**config.mk**
```make
export PLATFORM = sky130hd
export DESIGN_NAME = nibble_serial_compare_ctrl
export DESIGN_NICKNAME = d
export VERILOG_FILES = /design/src/rtl/nibble_serial_compare_ctrl.sv
export SDC_FILE = /design/constraint.sdc
export NUM_CORES = 1
export LEC_CHECK = 0
export CORE_MARGIN = 3
export CORE_UTILIZATION = 48
export DETAILED_ROUTE_END_ITERATION = 12
export GPL_TIMING_DRIVEN = 0
export MAX_ROUTING_LAYER = met4
export PLACE_DENSITY = 0.79
export SYNTH_ARGS = -nofsm -noshare
export SYNTH_HDL_FRONTEND = slang
export SYNTH_SLANG_ARGS = --single-unit
```
**constraint.sdc**
```tcl
create_clock -name CLK -period 2.1 [get_ports CLK]
set_input_delay 0.21 -clock CLK [delete_from_list [all_inputs] [get_ports CLK]]
set_output_delay 0.21 -clock CLK [all_outputs]
set_load 0.05 [all_outputs]
```
**src/rtl/nibble_serial_compare_ctrl.sv**
```systemverilog
// Nibble-serial magnitude compare sequencer: drives one shared 4-bit comparator
// slice MSB nibble first and stops on the first unequal nibble.
module nibble_serial_compare_ctrl #(
    parameter  int WIDTH = 16,
    localparam int NIB   = WIDTH / 4,
    localparam int CW    = $clog2(NIB) + 1
) (
    input  logic             CLK,
    input  logic             RST,
    input  logic             START,
    input  logic [WIDTH-1:0] OP_A,
    input  logic [WIDTH-1:0] OP_B,
    output logic [3:0]       CMP_A,
    output logic [3:0]       CMP_B,
    input  logic             CMP_EQ,
    input  logic             CMP_LT,
    input  logic             CMP_GT,
    output logic             BUSY,
    output logic             DONE,
    output logic             EQ,
    output logic             LT,
    output logic             GT,
    output logic [CW-1:0]    NCYC
);

    localparam int IW = (NIB > 1) ? $clog2(NIB) : 1;

    localparam logic [1:0] ST_IDLE    = 2'd0;
    localparam logic [1:0] ST_COMPARE = 2'd1;
    localparam logic [1:0] ST_DONE    = 2'd2;

    localparam logic [1:0] V_EQ = 2'd0;
    localparam logic [1:0] V_LT = 2'd1;
    localparam logic [1:0] V_GT = 2'd2;

    localparam logic [IW-1:0] IDX_TOP  = IW'(NIB - 1);
    localparam logic [IW-1:0] IDX_ONE  = IW'(1);
    localparam logic [CW-1:0] NCYC_ONE = CW'(1);

    logic [1:0]       state_r;
    logic [WIDTH-1:0] a_r;
    logic [WIDTH-1:0] b_r;
    logic [IW-1:0]    idx_r;
    logic [3:0]       cmp_a_r;
    logic [3:0]       cmp_b_r;
    logic             busy_r;
    logic             done_r;
    logic             eq_r;
    logic             lt_r;
    logic             gt_r;
    logic [CW-1:0]    ncyc_r;

    logic [1:0]       verdict_s;
    logic             last_s;
    logic [IW-1:0]    idx_dec_s;

    function automatic logic [3:0] nib_sel(input logic [WIDTH-1:0] vec, input logic [IW-1:0] sel);
        logic [3:0] r;
        r = 4'h0;
        for (int k = 0; k < NIB; k++) begin
            if (sel == IW'(k)) r = vec[k*4 +: 4];
        end
        return r;
    endfunction

    // Resolve the slice outputs by priority GT > LT > EQ; no asserted code counts as equal
    always_comb begin
        verdict_s = V_EQ;
        casez ({CMP_GT, CMP_LT, CMP_EQ})
            3'b1??:  verdict_s = V_GT;
            3'b01?:  verdict_s = V_LT;
            3'b001:  verdict_s = V_EQ;
            3'b000:  verdict_s = V_EQ;
            default: verdict_s = V_EQ;
        endcase
        last_s    = (idx_r == {IW{1'b0}});
        idx_dec_s = idx_r - IDX_ONE;
    end

    // Sequencer state, latched operands, comparator nibbles and verdict registers
    always_ff @(posedge CLK) begin
        if (RST) begin
            state_r <= ST_IDLE;
            a_r     <= {WIDTH{1'b0}};
            b_r     <= {WIDTH{1'b0}};
            idx_r   <= {IW{1'b0}};
            cmp_a_r <= 4'h0;
            cmp_b_r <= 4'h0;
            busy_r  <= 1'b0;
            done_r  <= 1'b0;
            eq_r    <= 1'b0;
            lt_r    <= 1'b0;
            gt_r    <= 1'b0;
            ncyc_r  <= {CW{1'b0}};
        end else begin
            case (state_r)
                ST_IDLE: begin
                    done_r <= 1'b0;
                    if (START) begin
                        a_r     <= OP_A;
                        b_r     <= OP_B;
                        idx_r   <= IDX_TOP;
                        cmp_a_r <= nib_sel(OP_A, IDX_TOP);
                        cmp_b_r <= nib_sel(OP_B, IDX_TOP);
                        ncyc_r  <= {CW{1'b0}};
                        busy_r  <= 1'b1;
                        state_r <= ST_COMPARE;
                    end
                end
                ST_COMPARE: begin
                    ncyc_r <= ncyc_r + NCYC_ONE;
                    if ((verdict_s != V_EQ) || last_s) begin
                        eq_r    <= (verdict_s == V_EQ);
                        lt_r    <= (verdict_s == V_LT);
                        gt_r    <= (verdict_s == V_GT);
                        cmp_a_r <= 4'h0;
                        cmp_b_r <= 4'h0;
                        done_r  <= 1'b1;
                        state_r <= ST_DONE;
                    end else begin
                        // Preload the next nibble so the slice sees it right after this edge
                        idx_r   <= idx_dec_s;
                        cmp_a_r <= nib_sel(a_r, idx_dec_s);
                        cmp_b_r <= nib_sel(b_r, idx_dec_s);
                    end
                end
                ST_DONE: begin
                    done_r  <= 1'b0;
                    busy_r  <= 1'b0;
                    state_r <= ST_IDLE;
                end
                default: begin
                    cmp_a_r <= 4'h0;
                    cmp_b_r <= 4'h0;
                    done_r  <= 1'b0;
                    busy_r  <= 1'b0;
                    state_r <= ST_IDLE;
                end
            endcase
        end
    end

    assign CMP_A = cmp_a_r;
    assign CMP_B = cmp_b_r;
    assign BUSY  = busy_r;
    assign DONE  = done_r;
    assign EQ    = eq_r;
    assign LT    = lt_r;
    assign GT    = gt_r;
    assign NCYC  = ncyc_r;

endmodule

```
### Yosys cells after proc, flatten, opt, wreduce, memory -nomap -nowiden

Index checks and enable logic that the tools add are counted.

| storage, ports and cells | value |
|---|---|
| output and inout bits | 16 |
| logic and storage cells | 70 |
| register bits | 52 |
| input bits | 38 |

| cells by class | value |
|---|---|
| equality and inequality tests | 12 |
| reductions and logical operators | 17 |
| bitwise gates (word level) | 2 |
| mux-type cells | 25 |
| $add $sub $neg | 2 |

Operators with widths:

| operator | number |
|---|---|
| $mux 4 | 12 |
| $pmux 4 s3 | 2 |
| $reduce_and 2->1 | 6 |
| $eq 2x1->1 const B | 4 |
| $eq 2x2->1 const B | 4 |
| $logic_not 2->1 | 4 |
| $mux 2 | 4 |
| $pmux 2 s2 | 2 |
| $ne 2x2->1 const B | 3 |
| $pmux 2 s3 | 1 |
| $pmux 3 s2 | 1 |
| $reduce_bool 2->1 | 2 |
| $reduce_or 2->1 | 2 |
| $add 3x1->3 const B | 1 |
| $eq 3x1->1 const B | 1 |
| $logic_not 3->1 | 1 |
| $mux 3 | 1 |
| $reduce_and 3->1 | 1 |
| $not 1->1 | 2 |
| $pmux 1 s2 | 1 |
| $sub 2x1->2 const B | 1 |
| $logic_or 1x1->1 | 1 |
| $mux 1 | 1 |

### Logic depth before layout (Yosys ltp)

Gate-level depths: netlist of run 1.

| depth | value |
|---|---|
| depth after elaboration | 8 |
| depth in mapped cells | 8 |
| depth with buffers taken out | 6 |

### Worst setup path after synthesis of run 1

No wires, ideal clock.

| timing | value |
|---|---|
| path type | reg2reg |
| from | register idx_r[0] |
| to | register cmp_a_r[0], in the netlist CMP_A[0] |
| cell stages (with the launch flop) | 7 |
| setup slack | 474 ps |
| arrival time | 1545 ps |
| data required time | 2020 ps |
| setup time | 80 ps |
| buffers on the path | 0 |
| period minus slack after synthesis | 1626 ps |
| cells stage by stage | dfxtp_1 inv_1 ha_1 nor3_4 nand2_4 o32a_1 a211oi_2 |

| on the way | value |
|---|---|
| longest elaborated chain between the ends | 8 |
| elaborated cells between the ends (all ways) | 13 |
| those cells by class | add/sub (1); eq/ne (3); mux (6); reduce/logical (3) |

RTL lines:

| item | RTL line | source |
|---|---|---|
| start: declaration | 43 | `logic [IW-1:0] idx_r;` |
| start signal: assignment | 86 | `idx_r <= {IW{1'b0}};` |
| start signal: assignment | 122 | `idx_r <= idx_dec_s;` |
| $sub 2x1->2 | 77 | `idx_dec_s = idx_r - IDX_ONE;` |
| $logic_not 2->1 | 61 | `if (sel == IW'(k)) r = vec[k*4 +: 4];` |
| $mux 4 (4 in a row) | 61 |  |
| $mux 4 (*) | 112 | `if ((verdict_s != V_EQ) \|\| last_s) begin` |
| $pmux 4 s3 (*) | 96 | `case (state_r)` |
| end signal: assignment | 103 | `cmp_a_r <= nib_sel(OP_A, IDX_TOP);` |
| end signal: assignment | 123 | `cmp_a_r <= nib_sel(a_r, idx_dec_s);` |
| end: declaration | 44 | `logic [3:0] cmp_a_r;` |

Every way passes the cells marked *; elsewhere a longest branch is shown, timed or not.
A chain may end at the register's enable or synchronous reset.

### Worst setup path after layout of run 1

| timing | value |
|---|---|
| from | register idx_r[0] |
| to | register cmp_b_r[3], in the netlist CMP_B[3] |

| on the way | value |
|---|---|
| longest elaborated chain between the ends | 8 |
| elaborated cells between the ends (all ways) | 13 |
| those cells by class | add/sub (1); eq/ne (3); mux (6); reduce/logical (3) |

RTL lines:

| item | RTL line | source |
|---|---|---|
| $sub 2x1->2 | 77 |  |
| $logic_not 2->1 | 61 |  |
| $mux 4 (4 in a row) | 61 |  |
| $mux 4 (*) | 112 |  |
| $pmux 4 s3 (*) | 96 |  |
| end signal: assignment | 104 | `cmp_b_r <= nib_sel(OP_B, IDX_TOP);` |
| end signal: assignment | 124 | `cmp_b_r <= nib_sel(b_r, idx_dec_s);` |
| end: declaration | 45 | `logic [3:0] cmp_b_r;` |

Marks and branches as above.

==> results.yml, run 1 <==
timing:
  period_needed_ps: 1850
  rsz0062_at_grt: "no"
  post-route-worst-setup-slack_ps: 250
  hold-worst-slack_ps: 130
  finClkSkew_ps: 4.00
  final-max-slew-violation-count: 0
  timing.final.hold_violations: 0
  final_min_period_over_clock_period: 0.881
  setup_tns_ps: 0
  clock.fmax_ghz: 0.540
  maxSlewHeadroom: 0.575
  setup_viol_count_final: 0
  worstMarginPinSlew_ps: 638
cts:
  holdBufCountCts: 0
  clk_latency_ps: 300
  tritoncts: "done"
  clock_edge_transition_at_the_registers_on_the_reported_setup_and_hold_paths_ps: 80
  cts-root-buf: "clkbuf_8"
  post-cts-setup-buffer-count: 0
  cts_max_level: 2
  postCtsResizedCells: 0
  clock_sink_count: 44
  cts-buffers-inserted: 5
  cts_max_path_buffers: 2
setup_path:
  arrival_time_reported_for_the_critical_path_endpoint_ps: 2080
  crit_path_end_kind: "flop"
  timing.critical_path.max_delay_family: "compound AO/OA/AOI/OAI gates"
  critical_path.max_stage_delay_ps: 380
  timing.critical_path.mode_cell: "buf_2"
  timing_worst_setup_path_type: "reg2reg"
  crit_slowest_cell: "dfxtp_1"
  path_cells: "inv_1 > ha_1 > buf_2 > nor2b_1 > buf_2 > a221oi_1 > o32a_1 > a211oi_2"
  timing.critical_path.required_ps: 2330
  worst-path-buf-inv: 3
  highest_fanout_seen_on_the_critical_path: 9
  cp-start-kind: "flop"
floorplan:
  num_rows: 23
  start_util: 0.507
  io_pins: 54
  chipHeight_um: 71.7
  design.core.area_mm2: 0.00409
  die_area_mm2: 0.00514
  die_w_um: 71.7
cells_and_area:
  insertedDiodeCount: 0
  ff_latch_area_um2: 881
  fin_area_mm2: 0.00273
  n_fill_cell: 357
  multi_input_gate_area_mm2: 0.00106
  area_growth_pct: 32.0
  fin_util: 0.669
  final_cell_count_no_fill: 352
  finish.net_count: 344
  most-common-layout-cells: "clkdlybuf4s50_1, nand2_1, dfxtp_1, a21oi_1"
  post_route_cells_drive_above_1_share: 0.139
  layout_commonest_cell: "clkdlybuf4s50_1"
drt:
  viasPerCell: 5.42
  totalWireLength_mm: 4.99
  drt_drc_violations_left: 0
  drt_iter0_drc: 56
  dr_total_vias: 1907
  detailedRoute.firstPassIterationCount: 4
  ant_nets: 0
  post_drt_wl_per_cell_um: 14.2
power_and_ir_drop:
  power.density_cell_area_mw_per_mm2: 744
  peakVddDrop_mv: 0.557
  totalPowerFinal_mw: 2.03
  power_leakage_nw: 1.03
synthesis:
  synth_fp_nets: 286
  synth.yosys.seq_area_share: 0.425
  syn_area_per_cell_um2: 8.52
  yosys_register_bits: 44
  synth_top_cell_area_share: 0.425
  post_synth_main_area_contributors: "dfxtp_1, a21oi_1, nand2_1"
  synth_cells: 243
  syn_area_mm2: 0.00207
  yosys_top_cell_by_area: "dfxtp_1"
  synth_warnings: 0
  synth_cell_types: 28
placement:
  numPlacedInstances: 344
  dpl-instance-area_mm2: 0.00264
  dp_slack_ps: 272
  buffer_ports.inserted: 51
  dpl_wire_length_mm: 3.67
  place.gp.congestion: 0.795
grt:
  grt_util_all_layers: 0.211
  grt_pass1_vias: 1817
  first_pass_grt_wire_length_mm: 8.29
  number_of_antenna_violations_at_the_first_check_in_global_routing: 0
  grt_start_max_net_pins: 13
  grt_remaining_overflow: 0
min_path:
  min_delay_worst_type: "in2reg"
outcome:
  status: "finished clean"
job:
  max_cap_viol_count: 0
## layer usage
layer	track usage	vias up	share of wire
met5	-	-	0
met4	0.0731	0	0.018
met3	0.0589	11	0.049
met2	0.333	49	0.49
met1	0.258	897	0.44
li1	-	950	-
## sequential cells by signal, indices dropped and copies added, names as in the netlist
register	count
a_r	12
b_r	12
CMP_A	4
CMP_B	4
NCYC	3
idx_r	2
state_r	2
BUSY	1
DONE	1
EQ	1
GT	1
LT	1
## final timing paths
path | from | endpoint | slack (ps) | cells past startpoint
setup / recovery | idx_r[0]$_SDFFE_PP0P_ | CMP_B[3]$_SDFFE_PP0P_ | 250 | 8
hold / removal | RST | state_r[0]$_SDFFE_PP0P_ | 130 | 2
setup reg to reg | idx_r[0]$_SDFFE_PP0P_ | CMP_B[3]$_SDFFE_PP0P_ | 250 | 8
hold reg to reg | b_r[11]$_SDFFE_PP0P_ | b_r[11]$_SDFFE_PP0P_ | 460 | 2
## synth_stat cells
| cell type | number |
|---|---|
| nand2_4 | 1 |
| nor2b_1 | 11 |
| or2_1 | 1 |
| nand2b_1 | 11 |
| and2b_2 | 8 |
| o21ai_0 | 1 |
| a32oi_1 | 1 |
| a311oi_1 | 1 |
| nand2_1 | 49 |
| a221oi_1 | 8 |
| buf_2 | 11 |
| a21oi_1 | 37 |
| ha_1 | 5 |
| nor2_2 | 1 |
| inv_1 | 4 |
| o21bai_1 | 1 |
| o32a_1 | 8 |
| nor2_1 | 11 |
| or3_1 | 1 |
| dfxtp_1 | 44 |
| buf_4 | 5 |
| a22oi_1 | 2 |
| nor3_1 | 4 |
| xnor2_1 | 1 |
| nor3_4 | 1 |
| a21oi_2 | 1 |
| clkbuf_1 | 6 |
| a211oi_2 | 8 |
## where the power goes
part	total, mW	internal (mW)	switching (mW)
clock	0.564	0.269	0.295
combinational	0.533	0.234	0.299
sequential	0.938	0.898	0.0407
total	2.03	1.40	0.634
## area by class of cell
cell class,instances,share of cell area
repair buffers,51,0.187
well taps,50,0.0229
flip-flops and latches,44,0.322
multi-input cells,173,0.388
clock buffers,8,0.0330
inverters,4,0.00549
plain buffers,22,0.0421
## worst reg2reg max path, delay by kind of cell, from the launching register on
family	cells	cell delay [ps]
DFF	1	380
buffers and inverters	3	470
adders and majority gates	1	200
AOI/OAI and AO/OA	3	630
and+or+nand+nor	1	110
## cells by family after synthesis
kind of cell	Yosys count	synth area share
AO/OA/AOI/OAI	68	0.236
XOR/XNOR	1	0.00423
adder cells (fa/ha/maj)	5	0.0302
buffers and inverters	26	0.0628
flip-flops	44	0.425
AND/OR/NAND/NOR	99	0.241
Note: power is estimated with default switching activity, not from simulation.
==> inputs of run 2 (changes only) <==
- CORE_UTILIZATION: 48 -> 43
- CTS_CLUSTER_DIAMETER: not set -> 80
- HOLD_SLACK_MARGIN: not set -> 0.03
- PLACE_DENSITY: 0.79 -> 0.75
- clock period: 2.1 -> 1.7 ns (I/O delays scaled with it)
==> run 2 against run 1 <==
Compared with the run above:
- core utilization shrank 3.2 points
- hold slack got worse by 57 ps
- worst setup slack worse by 200 ps
- critical path depth is 3 lower
- critical endpoint is now CMP_A[1]$_SDFFE_PP0P_
- highest routed layer unchanged
==> results.yml, run 2 (synthesized netlist as in run 1, its figures left out) <==
outcome:
  status: "finished clean"
setup_path:
  timing_worst_setup_path_type: "reg2reg"
  crit_slowest_cell: "dfxtp_4"
  path_cells: "ha_2 > clkbuf_4 > and2b_2 > o32a_1 > a211oi_2"
  critical_path.max_stage_delay_ps: 370
  cp-start-kind: "flop"
  arrival_time_reported_for_the_critical_path_endpoint_ps: 1870
  timing.critical_path.required_ps: 1920
  crit_path_end_kind: "flop"
  highest_fanout_seen_on_the_critical_path: 10
job:
  max_cap_viol_count: 0
floorplan:
  num_rows: 24
  die_w_um: 75.4
  chipHeight_um: 75.4
  design.core.area_mm2: 0.00450
  die_area_mm2: 0.00568
  start_util: 0.460
  io_pins: 54
cts:
  clk_latency_ps: 300
  cts-root-buf: "clkbuf_8"
  cts-buffers-inserted: 5
  tritoncts: "done"
  cts_max_path_buffers: 2
  cts_max_level: 2
  clock_sink_count: 44
  clock_edge_transition_at_the_registers_on_the_reported_setup_and_hold_paths_ps: 90
cells_and_area:
  most-common-layout-cells: "clkdlybuf4s50_1, nand2_1, dfxtp_1, a21oi_1"
  area_growth_pct: 38.7
  finish.net_count: 345
  fin_util: 0.638
  n_fill_cell: 385
  final_cell_count_no_fill: 355
  insertedDiodeCount: 0
  layout_top_registers: "a_r: 12 flops, b_r: 12 flops"
  layout_commonest_cell: "clkdlybuf4s50_1"
  post_route_cells_drive_above_1_share: 0.195
power_and_ir_drop:
  power_leakage_nw: 1.09
  cellInternalPower_mw: 1.95
  peakVddDrop_mv: 0.464
  power.density_cell_area_mw_per_mm2: 959
  totalPowerFinal_mw: 2.75
  share_comb_of_total_power: 0.258
  switchingPower_uw: 801
  share_clk_of_total_power: 0.318
  power.sequential.fraction: 0.425
  power.switching_fraction: 0.291
grt:
  first_pass_grt_wire_length_mm: 7.93
  number_of_antenna_violations_at_the_first_check_in_global_routing: 0
  grt_pass1_vias: 1718
  grt_util_all_layers: 0.190
  grt_remaining_overflow: 0
  grt_start_max_net_pins: 14
timing:
  setup_viol_count_final: 0
  finClkSkew_ps: 8.95
  final_min_period_over_clock_period: 0.971
  clock.fmax_ghz: 0.606
  period_needed_ps: 1650
  hold-worst-slack_ps: 73.4
  setup_tns_ps: 0
  maxSlewHeadroom: 0.582
  timing.final.hold_violations: 0
  worstMarginPinSlew_ps: 628
  final-max-slew-violation-count: 0
placement:
  dpl_wire_length_mm: 3.62
  place.gp.congestion: 0.861
  buffer_ports.inserted: 51
  numPlacedInstances: 346
drt:
  post_drt_wl_per_cell_um: 14.2
  drt_iter0_drc: 110
  drt_drc_violations_left: 0
  detailedRoute.firstPassIterationCount: 4
  viasPerCell: 5.21
  dr_total_vias: 1849
  totalWireLength_mm: 5.04
  ant_nets: 0
min_path:
  min_delay_worst_type: "in2reg"
==> run 2: what timing repair did <==
| action | CTS | global route |
|---|---|---|
| hold buffers | 0 | 0 |
| hold endpoints to repair | 0 | 0 |
| gates resized for setup | 8 | 17 |
| pin swaps | 3 | 16 |
| setup endpoints to repair | 9 | 11 |
| setup buffers | 1 | 1 |
==> run 2: worst max-delay path, delay by kind of cell, from the launching register on <==
family	cells	cell delay, ps
adder cells (fa/ha/maj)	1	230
AO/OA/AOI/OAI	2	530
buffers and inverters	1	210
flip-flops	1	370
AND/OR/NAND/NOR	1	230
==> run 2: per-stage QoR <==
stage	setup slack, ps	area [µm²]
CTS	7.32	2800
global placement	-85.5	2650
floorplan	74.5	2070
global route	-25.8	2870
detailed placement	-145	2650
finish	49.8	2870
==> run 2: layout make-up <==
type                            instances  area (µm²)  share of cell area
Sequential cell                        44         888               0.309
Inverter                                4        17.5             0.00610
Tap cell                               52        65.1              0.0227
Timing Repair Buffer                   53         528               0.184
Multi-Input combinational cell        173        1130               0.392
Clock inverter                          1        30.0              0.0105
Clock buffer                            7        96.3              0.0336
Buffer                                 21         120              0.0418
==> run 2: routing by layer <==
metal / GRT usage / part of all wire / vias up
met5: - / 0 / -
met4: 0.0680 / 0.016 / 0
met3: 0.0369 / 0.044 / 8
met2: 0.281 / 0.47 / 42
met1: 0.260 / 0.47 / 849
li1: - / - / 950
==> run 2: final timing paths <==
path	start	to	slack, ps	cells after the start
setup / recovery	idx_r[0]$_SDFFE_PP0P_	CMP_A[1]$_SDFFE_PP0P_	50	5
hold / removal	RST	state_r[0]$_SDFFE_PP0P_	70	2
setup reg to reg	idx_r[0]$_SDFFE_PP0P_	CMP_A[1]$_SDFFE_PP0P_	50	5
hold reg to reg	b_r[10]$_SDFFE_PP0P_	b_r[10]$_SDFFE_PP0P_	460	2
==> run 2: power by group through the flow <==
stage / registers (mW) / logic [mW] / clock network (mW)
floorplan: 1.26 / 0.345 / 0
CTS: 1.16 / 0.675 / 0.885
global placement: 1.18 / 0.647 / 0
detailed placement: 1.18 / 0.652 / 0
global route: 1.18 / 0.769 / 0.927
finish: 1.17 / 0.709 / 0.875
==> inputs of run 3 (changes only) <==
- GPL_TIMING_DRIVEN: 0 -> not set
- PLACE_DENSITY: 0.75 -> 0.85
- clock period: 1.7 -> 1.4 ns (I/O delays scaled with it)
==> run 3 against run 2 <==
Compared with the run above:
- the flow now finishes with violations (negative setup slack)
- first-iteration DRC count rose by 28%
- design area rose by 6.8%
- fmax rose by 6.8%
- largest cell class unchanged
- critical endpoint is now CMP_B[3]$_SDFFE_PP0P_
- hold slack improved by 320 ps
- flip-flop and latch count did not move
- critical path type unchanged
- non-clock buffer count rose by 4
- wire length rose by 3.4%
- cell count rose by 0.85%
==> results.yml, run 3 (synthesized netlist as in run 1, its figures left out) <==
timing:
  timing.final.hold_violations: 0
  post-route-worst-setup-slack_ps: -145
  hold-worst-slack_ps: 389
  maxSlewHeadroom: 0.637
  setup_viol_count_final: 9
  clock.fmax_ghz: 0.647
  period_needed_ps: 1550
  finClkSkew_ps: 10.2
  worstMarginPinSlew_ps: 544
  setup_tns_ps: -1110
  rsz0062_at_grt: "yes"
  final_min_period_over_clock_period: 1.10
  final-max-slew-violation-count: 0
cts:
  cts-buffers-inserted: 5
  holdBufCountCts: 0
  tritoncts: "done"
  clk_latency_ps: 290
  cts_max_path_buffers: 2
  cts_max_level: 2
  cts-root-buf: "clkbuf_8"
  clock_sink_count: 44
  clock_edge_transition_at_the_registers_on_the_reported_setup_and_hold_paths_ps: 80
floorplan:
  num_rows: 24
  start_util: 0.460
  chipHeight_um: 75.4
  die_w_um: 75.4
  io_pins: 54
  die_area_mm2: 0.00568
  design.core.area_mm2: 0.00450
cells_and_area:
  layout_commonest_cell: "nand2_1"
  fin_util: 0.681
  finish.net_count: 349
  most-common-layout-cells: "nand2_1, dfxtp_1, a21oi_1, clkdlybuf4s50_1, buf_4"
  insertedDiodeCount: 0
  n_fill_cell: 328
  layout_top_registers: "a_r: 12 flops, b_r: 12 flops"
  post_route_cells_drive_above_1_share: 0.278
  area_growth_pct: 48.1
setup_path:
  critical_path.max_stage_delay_ps: 370
  crit_slowest_cell: "dfxtp_4"
  cp-start-kind: "flop"
  timing.critical_path.max_delay_family: "compound AO/OA/AOI/OAI gates"
  critPathLaunch: "idx_r[1]$_SDFFE_PP0P_"
  critPathCapture: "CMP_B[3]$_SDFFE_PP0P_"
  reg2reg_to: "CMP_B[3]$_SDFFE_PP0P_"
  timing.critical_path.required_ps: 1590
  timing_worst_setup_path_type: "reg2reg"
  crit_path_end_kind: "flop"
  highest_fanout_seen_on_the_critical_path: 8
  arrival_time_reported_for_the_critical_path_endpoint_ps: 1730
  r2r_start: "idx_r[1]$_SDFFE_PP0P_"
  timing.reg2reg.setup_slack_ps: -150
  worst-path-stages: 7
  path_cells: "inv_2 > ha_1 > nor2b_1 > buf_4 > a221oi_1 > o32a_1 > a211oi_2"
  reg2reg_depth: 7
  worst-path-buf-inv: 2
grt:
  grt_util_all_layers: 0.205
  grt_remaining_overflow: 0
  number_of_antenna_violations_at_the_first_check_in_global_routing: 0
  grt_pass1_vias: 1918
  first_pass_grt_wire_length_mm: 8.65
  grt_start_max_net_pins: 45
drt:
  ant_nets: 0
  dr_total_vias: 1919
  post_drt_wl_per_cell_um: 14.5
  totalWireLength_mm: 5.21
  drt_drc_violations_left: 0
  detailedRoute.firstPassIterationCount: 4
  drt_iter0_drc: 141
  viasPerCell: 5.36
power_and_ir_drop:
  peakVddDrop_mv: 0.611
  switchingPower_uw: 977
  power.density_cell_area_mw_per_mm2: 1030
  power_leakage_nw: 1.18
  power.switching_fraction: 0.310
  cellInternalPower_mw: 2.18
  share_clk_of_total_power: 0.235
  power.sequential.fraction: 0.456
  share_comb_of_total_power: 0.309
outcome:
  status: "finished with violations"
  violations: "negative setup slack"
min_path:
  min_delay_worst_type: "in2reg"
placement:
  place.gp.congestion: 0.833
  dpl_wire_length_mm: 3.78
  buffer_ports.inserted: 52
job:
  max_cap_viol_count: 0
run 3: power by group through the flow:
| stage | clock (mW) | sequential (mW) | combinational, mW |
|---|---|---|---|
| finish | 0.742 | 1.44 | 0.974 |
| global route | 0.825 | 1.45 | 1.05 |
| CTS | 0.754 | 1.43 | 0.959 |
| detailed placement | 0 | 1.46 | 0.919 |
| global placement | 0 | 1.45 | 0.891 |
| floorplan | 0 | 1.54 | 0.440 |
run 3: layer usage:
| metal | track usage | vias up | share of wire |
|---|---|---|---|
| li1 | - | 959 | - |
| met1 | 0.251 | 900 | 0.45 |
| met2 | 0.335 | 53 | 0.50 |
| met3 | 0.0488 | 7 | 0.039 |
| met4 | 0.0621 | 0 | 0.015 |
| met5 | - | - | 0 |
run 3: layout make-up:
| type | instances | area (µm²) | area share |
|---|---|---|---|
| Clock buffer | 5 | 68.8 | 0.0224 |
| Timing Repair Buffer | 78 | 871 | 0.284 |
| Multi-Input combinational cell | 173 | 1140 | 0.372 |
| Inverter | 4 | 20.0 | 0.00653 |
| Tap cell | 52 | 65.1 | 0.0212 |
| Clock inverter | 2 | 12.5 | 0.00408 |
| Sequential cell | 44 | 888 | 0.290 |
run 3: repair_timing:
item | CTS | global route
setup buffers | 2 | 1
pin swaps | 9 | 4
setup endpoints to repair | 13 | 14
gates cloned | 0 | 0
gates resized for setup | 7 | 9
run 3: how the worst min path moves through the flow:
| stage | from | endpoint | slack (ps) | cells past startpoint |
|---|---|---|---|---|
| after detailed placement | b_r[8]$_SDFFE_PP0P_ | b_r[8]$_SDFFE_PP0P_ | 450 | 2 |
| after CTS | OP_A[10] | a_r[10]$_SDFFE_PP0P_ | 380 | 3 |
| after global placement | b_r[10]$_SDFFE_PP0P_ | b_r[10]$_SDFFE_PP0P_ | 440 | 2 |
| after floorplan | OP_A[10] | a_r[10]$_SDFFE_PP0P_ | 280 | 2 |
| after global routing | OP_B[1] | b_r[1]$_SDFFE_PP0P_ | 380 | 3 |
| final | OP_A[9] | a_r[9]$_SDFFE_PP0P_ | 390 | 3 |
run 3: through the flow:
| step | power [mW] | setup slack, ps | cell area [µm²] | cells |
|---|---|---|---|---|
| after floorplan | 1.98 | -105 | 2120 | 243 |
| after detailed placement | 2.38 | -255 | 2900 | 349 |
| final | 3.15 | -145 | 3070 | 358 |
| after CTS | 3.14 | -122 | 3040 | 358 |
| after global placement | 2.34 | -191 | 2900 | 349 |
| after global routing | 3.33 | -230 | 3070 | 358 |
run 3: worst reg2reg max path, delay by kind of cell (launching register included):
kind | cells | cell delay [ps]
AO/OA/AOI/OAI | 3 | 550
flip-flops | 1 | 370
buffers and inverters | 2 | 220
adder cells (fa/ha/maj) | 1 | 180
AND/OR/NAND/NOR | 1 | 130
